==> config.mk <==
export PLATFORM = sky130hd
export DESIGN_NAME = tdc_packetizer
export DESIGN_NICKNAME = d
export VERILOG_FILES = /design/src/rtl/tdc_packetizer.sv
export SDC_FILE = /design/constraint.sdc
export NUM_CORES = 1
export LEC_CHECK = 0
export CAP_MARGIN = 40
export CORE_MARGIN = 10
export CORE_UTILIZATION = 30
export CTS_CLUSTER_DIAMETER = 120
export DETAILED_ROUTE_END_ITERATION = 16
export PLACE_DENSITY = 0.49
export SKIP_CTS_REPAIR_TIMING = 1
export SLEW_MARGIN = 5
export SYNTH_ARGS = -nofsm -noshare
export SYNTH_HDL_FRONTEND = slang
export SYNTH_SLANG_ARGS = --single-unit
export TNS_END_PERCENT = 30
==> constraint.sdc <==
create_clock -name clk -period 4.6 [get_ports clk]
set_input_delay 1.15 -clock clk [delete_from_list [all_inputs] [get_ports clk]]
set_output_delay 1.15 -clock clk [all_outputs]
set_load 0.02 [all_outputs]
==> src/rtl/tdc_packetizer.sv <==
// TDC measurement packetizer: buffers measurement words in a small FIFO and
// serializes each one as a SYNC/SEQ/payload/CHK byte frame toward a UART.
module tdc_packetizer #(
  parameter int         DATA_BYTES = 3,
  parameter int         FIFO_DEPTH = 4,
  parameter logic [7:0] SYNC_BYTE  = 8'hA5
) (
  input  logic                    clk,
  input  logic                    rst,
  input  logic                    in_valid,
  output logic                    in_ready,
  input  logic [8*DATA_BYTES-1:0] in_data,
  output logic                    out_valid,
  input  logic                    out_ready,
  output logic [7:0]              out_data,
  output logic                    busy
);

  localparam int PW = (FIFO_DEPTH > 1) ? $clog2(FIFO_DEPTH) : 1;
  localparam int CW = (DATA_BYTES > 1) ? $clog2(DATA_BYTES) : 1;
  localparam logic [PW:0]   FULL_CNT = (PW + 1)'(FIFO_DEPTH);
  localparam logic [CW-1:0] LAST_IDX = CW'(DATA_BYTES - 1);

  typedef enum logic [2:0] {
    ST_IDLE,
    ST_SYNC,
    ST_SEQ,
    ST_DATA,
    ST_CHK
  } state_t;

  state_t state_q, state_d;

  logic [8*DATA_BYTES-1:0] mem_q [FIFO_DEPTH];
  logic [8*DATA_BYTES-1:0] frame_q;
  logic [PW-1:0]           wr_ptr_q, wr_ptr_d;
  logic [PW-1:0]           rd_ptr_q, rd_ptr_d;
  logic [PW:0]             count_q, count_d;
  logic [7:0]              seq_q, seq_d;
  logic [7:0]              out_data_q, out_data_d;
  logic [CW-1:0]           byte_cnt_q, byte_cnt_d;
  logic [CW-1:0]           next_idx;
  logic [7:0]              chk_byte;
  logic [7:0]              pay_bytes [DATA_BYTES];

  logic push;
  logic pop;
  logic xfer;
  logic fifo_empty;
  logic last_byte;

  // Payload bytes in transmission order: index 0 is the most significant byte.
  generate
    for (genvar gi = 0; gi < DATA_BYTES; gi++) begin : g_pay
      assign pay_bytes[gi] = frame_q[8*(DATA_BYTES-1-gi) +: 8];
    end
  endgenerate

  always_comb begin
    chk_byte = seq_q;
    for (int i = 0; i < DATA_BYTES; i++) begin
      chk_byte = chk_byte ^ pay_bytes[i];
    end
  end

  assign fifo_empty = (count_q == '0);
  assign in_ready   = !rst && (count_q < FULL_CNT);
  assign push       = in_valid && in_ready;
  assign xfer       = out_valid && out_ready;
  assign last_byte  = (byte_cnt_q == LAST_IDX);
  assign next_idx   = byte_cnt_q + CW'(1);
  assign busy       = !rst && ((state_q != ST_IDLE) || !fifo_empty);
  assign out_data   = out_data_q;

  // FSM: state register
  always_ff @(posedge clk) begin
    if (rst) begin
      state_q <= ST_IDLE;
    end else begin
      state_q <= state_d;
    end
  end

  // FSM: next-state logic
  always_comb begin
    state_d = state_q;
    case (state_q)
      ST_IDLE: if (!fifo_empty)       state_d = ST_SYNC;
      ST_SYNC: if (xfer)              state_d = ST_SEQ;
      ST_SEQ:  if (xfer)              state_d = ST_DATA;
      ST_DATA: if (xfer && last_byte) state_d = ST_CHK;
      ST_CHK:  if (xfer)              state_d = ST_IDLE;
      default:                        state_d = ST_IDLE;
    endcase
  end

  // FSM: outputs
  always_comb begin
    out_valid = 1'b0;
    pop       = 1'b0;
    if (!rst) begin
      out_valid = (state_q != ST_IDLE);
      pop       = (state_q == ST_IDLE) && !fifo_empty;
    end
  end

  // Datapath next-state: FIFO bookkeeping and the pre-loaded output byte.
  always_comb begin
    wr_ptr_d   = wr_ptr_q;
    rd_ptr_d   = rd_ptr_q;
    count_d    = count_q;
    seq_d      = seq_q;
    byte_cnt_d = byte_cnt_q;
    out_data_d = out_data_q;

    if (push) wr_ptr_d = wr_ptr_q + PW'(1);
    if (pop)  rd_ptr_d = rd_ptr_q + PW'(1);

    case ({push, pop})
      2'b10:   count_d = count_q + (PW + 1)'(1);
      2'b01:   count_d = count_q - (PW + 1)'(1);
      default: count_d = count_q;
    endcase

    if (pop) out_data_d = SYNC_BYTE;

    // The next byte is loaded on the transfer that retires the current one,
    // so out_data only ever changes on an accepted byte.
    if (xfer) begin
      case (state_q)
        ST_SYNC: out_data_d = seq_q;
        ST_SEQ: begin
          out_data_d = pay_bytes[0];
          byte_cnt_d = '0;
        end
        ST_DATA: begin
          if (last_byte) begin
            out_data_d = chk_byte;
            byte_cnt_d = '0;
          end else begin
            out_data_d = pay_bytes[next_idx];
            byte_cnt_d = next_idx;
          end
        end
        ST_CHK: begin
          seq_d      = seq_q + 8'd1;
          out_data_d = '0;
        end
        default: out_data_d = out_data_q;
      endcase
    end
  end

  always_ff @(posedge clk) begin
    if (rst) begin
      wr_ptr_q   <= '0;
      rd_ptr_q   <= '0;
      count_q    <= '0;
      seq_q      <= '0;
      byte_cnt_q <= '0;
      out_data_q <= '0;
    end else begin
      wr_ptr_q   <= wr_ptr_d;
      rd_ptr_q   <= rd_ptr_d;
      count_q    <= count_d;
      seq_q      <= seq_d;
      byte_cnt_q <= byte_cnt_d;
      out_data_q <= out_data_d;
    end
  end

  // Word storage with a registered read straight into the frame register.
  always_ff @(posedge clk) begin
    if (push) mem_q[wr_ptr_q] <= in_data;
    if (pop)  frame_q <= mem_q[rd_ptr_q];
  end

endmodule

==> flow_summary_export.csv, run 1 <==
group,metric,value,unit
clocking,cts_buffers,17,
grt,first_global_vias,3623,
grt,grt_pass1_wl,20790,um
worst_setup_path,critical_path_required,3.45,ns
place,gpl.final_weighted_congestion,0.7628,
power,power-per-cell-area,496.9,nW/um2
grt,globalRoute.totalOverflow,0,
logic_synthesis,netlist_instances,403,
cells_and_area,nNetsFinal,489,
timing,fmax,0.2690,GHz
power,irDropWorstVdd,0.2232,mV
timing,setup_slack,0.8819,ns
timing,worst_slew_pin_slew,0.6341,ns
logic_synthesis,flip_flop_and_latch_count_after_synthesis,148,
die,floorplan.initialDensity,0.3073,
routing,dr.first_iter.drc_count,158,
die,fp-row-count,52,
die,x_dimension_of_the_die,164.7,um
logic_synthesis,synth_sequential_area_ratio,0.6632,
clocking,tritoncts_num_sinks,148,
timing,period_minus_slack,3.718,ns
timing,timing.final.max_slew_violations,0,
timing,setup_viol_count_final,0,
logic_synthesis,synth_area_per_cell,15.58,um2
worst_setup_path,worstPathArrival,2.57,ns
cells_and_area,antenna_cells_inserted,0,
logic_synthesis,netlist_area,6279,um2
routing,avgViaCountPerCell,4.690,
flow_run,timing.max_cap.violations,0,
routing,total_number_of_vias,3438,
worst_hold_path,hp-class,"flop to flop",
power,p_leak,2.414,nW
clocking,clkTransAtPathRegs,0.05,ns
cells_and_area,fraction_of_layout_cells_with_a_size_suffix_above_1,0.1577,
clocking,clk_lat_worst_skew,0.41,ns
routing,wire_per_inst,18.01,um
logic_synthesis,synthesis.yosys.warnings,0,
routing,drtAntennaViolNets,0,
clocking,cts.path.max_buffers,2,
timing,finalClockSkew,0.008285,ns
routing,finalWirelength,13200,um
logic_synthesis,synthTopCellsByArea,"edfxtp_1, dfxtp_1, mux4_2, xor2_1, xnor2_1",
die,die-area,27110,um2
grt,antenna_violations_before_repair,0,
cells_and_area,synthToLayoutAreaGrowth,19.73,%
clocking,clk_root_buffer_cell,"clkbuf_16",
place,place_hpwl,8514,um
worst_setup_path,endpoint_kind,"primary output",
logic_synthesis,ys_types,43,
place,io_buffers,38,
worst_setup_path,startpoint_type,"input port",
clocking,cts.htree.levels,4,
place,preCtsSetupSlack,0.8817,ns
timing,fin_tns_setup,0,ns
routing,detail_route.drc_violations,0,
grt,grt_usage,0.1010,
clocking,cts_tree,"built",
logic_synthesis,postSynthNetCount,441,
timing,final_min_period_over_clock_period,0.8083,
routing,drt_pre_antenna_iters,5,
logic_synthesis,netlist.area_leader.share,0.5739,
status,outcome,"finished clean",
worst_setup_path,highest_fanout_seen_on_the_critical_path,6,
timing,grt_setup_unrepaired,"false",
timing,report.final.hold_viol_count,0,
power,report.power.total,3.735,mW
timing,max_slew_margin,0.5772,
die,die_y,164.7,um
die,io_pins,39,
worst_setup_path,setup.worst_path.class,"input port to primary output",
die,core_area,20430,um2
grt,grt_start_max_net_pins,30,
logic_synthesis,post-synth-top-area-cell,"edfxtp_1",
==> final timing paths <==
| path | cells after the start | slack [ns] | end | startpoint |
|---|---|---|---|---|
| setup / recovery | 3 | 0.88 | in_ready | rst |
| hold / removal | 1 | 0.48 | out_data[6] | out_data[6] |
| setup reg to reg | 6 | 2.09 | out_data[2] | byte_cnt_q[0] |
| hold reg to reg | 1 | 0.48 | out_data[6] | out_data[6] |
==> synthesized netlist by cell type <==
library cell  count
edfxtp_1        120
dfxtp_1          28
mux4_2           24
nor2_1           23
xor2_1           20
a21oi_1          18
o21ai_0          15
xnor2_1          14
nand2_1          12
buf_2            11
nor2b_1          10
ha_1              9
inv_1             9
a221oi_1          8
a311oi_1          8
mux2_1            8
nand2b_1          7
nor3_1            7
and3_1            5
clkbuf_1          5
a211o_1           4
a22o_1            4
buf_1             4
nand3_1           4
nand4_1           4
or3_1             4
o21ai_1           2
a211oi_2          1
and2_1            1
and2b_1           1
buf_6             1
fa_1              1
nor2_2            1
nor3_2            1
nor3_4            1
nor3b_2           1
nor4_2            1
nor4_4            1
nor4b_2           1
o21ba_1           1
o221a_2           1
o31ai_1           1
or3b_4            1
==> cells by family after synthesis <==
family / Yosys count / synth area share
AOI/OAI and AO/OA: 63 / 0.06796
xor gates and xnor gates: 34 / 0.04743
adders and majority gates: 10 / 0.02112
buffers and inverters: 30 / 0.02132
DFF: 148 / 0.6632
muxes: 32 / 0.1004
and+or+nand+nor: 86 / 0.07852
==> metrics by stage <==
stage,cells,util,cell area (um2),hold slack [ns]
floorplan,403,-,6279,0.4486
global placement,702,0.3424,6994,0.4626
global route,733,0.3680,7517,0.4909
CTS,733,0.3680,7517,0.4810
detailed placement,702,0.3424,6994,0.4670
finish,733,0.3680,7517,0.4765
==> cells in the final DEF, fill, tap and decap left out, drive strengths merged, types with 2 or more instances in the layout <==
cell type      count
a22o               4
mux2               8
clkinv             8
xnor2             14
edfxtp           120
a21oi             18
nand4              4
xor2              20
buf               12
nor2              24
inv               10
or3                4
nand3              4
nor3               9
ha                 9
clkinvlp           2
clkbuf            19
nand2             12
a311oi             8
dfxtp             28
and3               5
a211o              4
clkdlybuf4s50     38
nand2b             7
a221oi             8
nor2b             10
nor4               2
o21ai             17
mux4              24
==> registers in the layout, indices dropped and copies added (netlist names) <==
name        flops
count_q         3
rd_ptr_q        2
wr_ptr_q        2
state_q         3
out_data        8
mem_q          96
frame_q        24
seq_q           8
byte_cnt_q      2
==> metal layers <==
layer,track usage,share of wire
met5,0,0
met4,0.04106,0.016
met3,0.02315,0.036
met2,0.1618,0.49
met1,0.1294,0.46
==> power breakdown <==
group	total (mW)	internal [mW]	switching [mW]
Sequential	1.71	1.62	0.0907
Clock	1.23	0.730	0.504
Combinational	0.794	0.374	0.420
==> worst max-delay path, cell delays in order <==
cell and delay, ns:
clkdlybuf4s50_1 0.44, nor2_1 0.30, clkdlybuf4s50_1 0.68
==> layout make-up <==
type / count / area (um2)
multi-input combinational: 225 / 1987
inverter: 9 / 33.78
clock buffer: 19 / 432.9
sequential: 148 / 4165
timing repair buffer: 50 / 470.5
fill: 1953 / 12910
clock inverter: 12 / 90.09
tap: 270 / 337.8
Note: power is estimated with default switching activity, not from simulation.
==> run 2: changes to the inputs <==
==> constraint.sdc (replaced) <==
create_clock -name clk -period 3.45 [get_ports clk]
set_input_delay 0.8625 -clock clk [delete_from_list [all_inputs] [get_ports clk]]
set_output_delay 0.8625 -clock clk [all_outputs]
set_load 0.02 [all_outputs]
==> flow_summary_export.csv, run 2 (synthesized netlist as in run 1, its figures left out) <==
group,metric,value,unit
power,power_switching,1.369,mW
grt,globalRoute.totalOverflow,0,
routing,drtAntennaViolNets,0,
place,gpl.final_weighted_congestion,0.7744,
power,irDropWorstVdd,0.2737,mV
grt,grt_start_max_net_pins,28,
worst_setup_path,critical_path_required,2.59,ns
place,post-place-cells,702,
worst_setup_path,setup.worst_path.class,"input port to primary output",
timing,finalClockSkew,0.005667,ns
power,p_leak,2.419,nW
power,power_report.internal_total,3.654,mW
cells_and_area,nNetsFinal,489,
cells_and_area,largest-register,"mem_q",
worst_setup_path,critical_path_buf_inv_count,2,
timing,setup_viol_count_final,0,
die,io_pins,39,
routing,wire_per_inst,17.64,um
place,place_hpwl,8446,um
routing,drt_pre_antenna_iters,8,
cells_and_area,fraction_of_layout_cells_with_a_size_suffix_above_1,0.1638,
cells_and_area,largestRegisters,"mem_q x96, frame_q x24",
timing,grt_setup_unrepaired,"false",
grt,antenna_violations_before_repair,0,
clocking,clkTransAtPathRegs,0.06,ns
timing,worst_slew_pin_slew,0.6204,ns
worst_hold_path,min_delay_worst_endpoint,"byte_cnt_q[1]",
worst_setup_path,reg2regPathDepth,6,
timing,fin_tns_setup,0,ns
clocking,cts_buffers,17,
cells_and_area,sequential_cell_area,4165,um2
die,floorplan.initialDensity,0.3073,
cells_and_area,flip_flop_count_of_the_largest_register_after_layout,96,
worst_setup_path,critPathSlowestCell,"clkdlybuf4s50_1",
worst_setup_path,library_cell_appearing_most_often_on_the_critical_path,"clkdlybuf4s50_1",
timing,timing.final.max_slew_violations,0,
timing,setup_slack,0.3176,ns
timing,fmax,0.3192,GHz
worst_setup_path,highest_fanout_seen_on_the_critical_path,6,
power,power.combinational.fraction,0.207,
cells_and_area,fill_cells,1961,
worst_setup_path,timing.critical_path.cells,"clkdlybuf4s50_1 -> nor2_1 -> clkdlybuf4s50_1",
clocking,clk_lat_worst_skew,0.41,ns
timing,max_slew_margin,0.5864,
power,power_switching_share,0.2725,
worst_setup_path,critPathMaxStageDelay,0.69,ns
worst_setup_path,worstPathArrival,2.27,ns
worst_setup_path,startpoint_type,"input port",
die,die_y,164.7,um
worst_setup_path,critPathTopFamily,"buffers and inverters",
worst_setup_path,r2r_setup_slack,1.00,ns
clocking,cts.htree.levels,4,
clocking,cts_tree,"built",
worst_setup_path,cp.depth,3,
clocking,tritoncts_num_sinks,148,
die,fp-row-count,52,
flow_run,timing.max_cap.violations,0,
place,preCtsSetupSlack,0.3254,ns
routing,total_number_of_vias,3451,
grt,grt_usage,0.1006,
power,p_clk_frac,0.335,
cells_and_area,layout.cells.most_common,"edfxtp_1",
routing,avgViaCountPerCell,4.702,
power,power.sequential.fraction,0.458,
grt,first_global_vias,3644,
worst_setup_path,endpoint_kind,"primary output",
cells_and_area,synthToLayoutAreaGrowth,20.25,%
routing,dr.first_iter.drc_count,166,
cells_and_area,utilization,0.3695,
power,report.power.total,5.023,mW
cells_and_area,finalNonFillerCells,734,
worst_hold_path,worst_hold_path_cells,2,
place,io_buffers,38,
timing,final_min_period_over_clock_period,0.9079,
power,power-per-cell-area,665.3,nW/um2
timing,period_minus_slack,3.132,ns
clocking,clk_root_buffer_cell,"clkbuf_16",
die,die-area,27110,um2
cells_and_area,layout_common_cells,"edfxtp_1, clkdlybuf4s50_1, dfxtp_1",
clocking,cts.path.max_buffers,2,
die,core_area,20430,um2
timing,report.final.hold_viol_count,0,
cells_and_area,antenna_cells_inserted,0,
die,x_dimension_of_the_die,164.7,um
grt,grt_pass1_wl,20630,um
worst_hold_path,hp-class,"flop to flop",
worst_setup_path,timing.rr.end,"out_data[0]",
routing,detail_route.drc_violations,0,
status,outcome,"finished clean",
worst_hold_path,hold_start,"byte_cnt_q[1]",
worst_setup_path,startpoint_of_the_lowest_slack_register_to_register_path,"byte_cnt_q[0]",
routing,finalWirelength,12950,um
cells_and_area,multi_input_area,1987,um2
run 2: layout make-up:
cell class / count / area share
sequential: 148 / 0.5517
multi-input combinational: 225 / 0.2632
timing repair buffer: 50 / 0.06397
clock buffer: 19 / 0.05734
tap: 270 / 0.04475
clock inverter: 13 / 0.01458
inverter: 9 / 0.004475
run 2: worst max path at each step:
stage,start,to
after detailed placement,rst,in_ready
after global routing,rst,in_ready
after global placement,rst,in_ready
final,rst,in_ready
after floorplan,rst,count_q[2]
after CTS,rst,in_ready
run 2: stage by stage:
stage	hold WS [ns]	instance area, um2
2_1_floorplan	0.4486	6285
3_3_place_gp	0.4738	6987
3_5_place_dp	0.4749	7007
4_1_cts	0.4827	7550
5_1_grt	0.5106	7550
6_report	0.4821	7550
run 2: routing by layer:
layer / global-route usage / wire (um) / vias to the layer above
met3: 0.03087 / 569 / 14
met2: 0.1579 / 6285 / 63
met4: 0.03865 / 210 / 0
met5: 0 / 0 / -
met1: 0.1277 / 5884 / 1724
li1: - / - / 1650
run 2: worst min-delay path, delay by kind of cell, from the launching register on:
family / cells / cell delay (ns)
AOI/OAI and AO/OA: 1 / 0.05
DFF: 1 / 0.32
and+or+nand+nor: 1 / 0.06
run 2: power groups by stage:
stage                     Clock (mW)  Combinational, mW  Sequential (mW)
after floorplan                    0              0.749             2.30
after global placement             0              0.968             2.40
after detailed placement           0               1.06             2.35
after CTS                       1.74               1.06             2.31
after global routing            1.81               1.15             2.33
final                           1.68               1.04             2.30
==> run 3: changes to the inputs <==
--- a/config.mk
+++ b/config.mk
@@ -6,11 +6,11 @@
 export NUM_CORES = 1
 export LEC_CHECK = 0
 export CAP_MARGIN = 40
-export CORE_MARGIN = 10
-export CORE_UTILIZATION = 30
+export CORE_MARGIN = 5
+export CORE_UTILIZATION = 59
 export CTS_CLUSTER_DIAMETER = 120
 export DETAILED_ROUTE_END_ITERATION = 16
-export PLACE_DENSITY = 0.49
+export PLACE_DENSITY = 0.82
 export SKIP_CTS_REPAIR_TIMING = 1
 export SLEW_MARGIN = 5
 export SYNTH_ARGS = -nofsm -noshare
==> flow_summary_export.csv, run 3 (synthesized netlist as in run 1, its figures left out) <==
group,metric,value,unit
status,outcome,"finished clean",
die,die-area,12800,um2
worst_setup_path,critPathTopFamily,"buffers and inverters",
grt,grt_usage,0.2000,
worst_setup_path,worstPathArrival,2.23,ns
timing,timing.final.max_slew_violations,0,
place,gpl.final_weighted_congestion,0.8749,
timing,fin_tns_setup,0,ns
cells_and_area,layout.cells.most_common,"edfxtp_1",
die,core_area,10370,um2
routing,wire_per_inst,19.73,um
cells_and_area,nNetsFinal,489,
worst_hold_path,hp-class,"flop to flop",
worst_setup_path,critical_path_buf_inv_count,3,
worst_setup_path,critPathMaxStageDelay,0.62,ns
die,die_y,113.2,um
timing,fmax,0.3233,GHz
place,preCtsSetupSlack,0.3489,ns
cells_and_area,antenna_cells_inserted,0,
routing,detail_route.drc_violations,0,
grt,antenna_violations_before_repair,0,
worst_setup_path,highest_fanout_seen_on_the_critical_path,11,
clocking,clkTransAtPathRegs,0.07,ns
cells_and_area,fraction_of_layout_cells_with_a_size_suffix_above_1,0.1681,
clocking,cts.htree.levels,4,
timing,finalClockSkew,0.005736,ns
cells_and_area,largestRegisters,"mem_q x96, frame_q x24",
worst_setup_path,setup.worst_path.class,"input port to primary output",
timing,period_minus_slack,3.093,ns
timing,report.final.hold_viol_count,0,
place,io_buffers,38,
grt,first_global_vias,3683,
cells_and_area,synthToLayoutAreaGrowth,17.88,%
worst_setup_path,timing.critical_path.cells,"clkdlybuf4s50_1 -> buf_4 -> a21oi_1 -> clkdlybuf4s50_1",
die,x_dimension_of_the_die,113.2,um
flow_run,timing.max_cap.violations,0,
worst_setup_path,library_cell_appearing_most_often_on_the_critical_path,"clkdlybuf4s50_1",
timing,setup_slack,0.3569,ns
cells_and_area,fill_cells,656,
clocking,cts.path.max_buffers,2,
timing,max_slew_margin,0.6135,
worst_setup_path,startpoint_type,"input port",
power,p_leak,2.426,nW
routing,finalWirelength,11840,um
worst_setup_path,endpoint_kind,"primary output",
cells_and_area,largest-register,"mem_q",
routing,avgViaCountPerCell,5.948,
power,power-per-cell-area,684.4,nW/um2
grt,grt_start_max_net_pins,30,
clocking,clk_root_buffer_cell,"clkbuf_8",
timing,grt_setup_unrepaired,"false",
routing,drt_pre_antenna_iters,5,
clocking,tritoncts_num_sinks,148,
routing,drtAntennaViolNets,0,
cells_and_area,layout_common_cells,"edfxtp_1, clkdlybuf4s50_1, dfxtp_1",
grt,globalRoute.totalOverflow,0,
timing,setup_viol_count_final,0,
routing,dr.first_iter.drc_count,287,
die,fp-row-count,37,
die,floorplan.initialDensity,0.6055,
routing,total_number_of_vias,3569,
worst_setup_path,critical_path_required,2.59,ns
clocking,clk_lat_worst_skew,0.52,ns
timing,final_min_period_over_clock_period,0.8966,
worst_setup_path,critPathSlowestCell,"clkdlybuf4s50_1",
place,place_hpwl,7428,um
grt,grt_pass1_wl,19440,um
timing,worst_slew_pin_slew,0.5797,ns
die,io_pins,39,
cells_and_area,flip_flop_count_of_the_largest_register_after_layout,96,
power,irDropWorstVdd,0.3500,mV
clocking,cts_tree,"built",
clocking,cts_buffers,17,
cells_and_area,utilization,0.7137,
run 3: changes by cell type in the layout (fill, tap and decap cells not counted):
cell	before	now
clkbuf_1	2	0
clkbuf_16	17	16
clkbuf_8	0	1
clkinv_2	4	0
clkinv_4	1	2
inv_6	2	5
inv_8	0	2
run 3: worst paths after layout:
| path | cells past startpoint | endpoint | start | slack [ns] |
|---|---|---|---|---|
| setup / recovery | 4 | busy | rst | 0.36 |
| hold / removal | 1 | out_data[3] | out_data[3] | 0.48 |
| setup reg to reg | 6 | out_data[2] | byte_cnt_q[0] | 0.94 |
| hold reg to reg | 1 | out_data[3] | out_data[3] | 0.48 |
run 3: where the power goes:
group	internal [mW]	total (mW)	switching (mW)
Clock	0.976	1.73	0.756
Combinational	0.513	1.05	0.538
Sequential	2.15	2.28	0.128
run 3: layout make-up:
| class | instances | area, um2 | area share |
|---|---|---|---|
| well taps | 136 | 170.2 | 0.02299 |
| repair buffers | 50 | 483.0 | 0.06526 |
| flip-flops and latches | 148 | 4165 | 0.5628 |
| clock buffers | 17 | 414.1 | 0.05596 |
| clock inverters | 15 | 147.6 | 0.01995 |
| multi-input cells | 225 | 1987 | 0.2685 |
| inverters | 9 | 33.78 | 0.004565 |
run 3: worst reg2reg max path, delay by kind of cell (launching register included):
family                   cells  cell delay, ns
flip-flops                   1            0.63
adder cells (fa/ha/maj)      1            0.51
buffers and inverters        1            0.13
AO/OA/AOI/OAI                3            0.79
AND/OR/NAND/NOR              1            0.37
run 3: metrics by stage:
| step | instance area (um2) | cells | hold WS (ns) | power [mW] |
|---|---|---|---|---|
| after CTS | 7401 | 600 | 0.4881 | 5.111 |
| after global routing | 7401 | 600 | 0.5068 | 5.300 |
| final | 7401 | 600 | 0.4845 | 5.065 |
| after global placement | 6819 | 567 | 0.4648 | 3.304 |
| after detailed placement | 6839 | 568 | 0.4724 | 3.377 |
| after floorplan | 6285 | 403 | 0.4486 | 3.045 |
run 3: metal layers:
metal  routed length [um]  GRT usage  share of wire  vias up
met2                 6003     0.3318           0.51      121
met5                    0          0              0        -
met3                  623    0.04492          0.053       20
met4                  252    0.08333          0.021        0
met1                 4959     0.2558           0.42     1773
li1                     -          -              -     1655
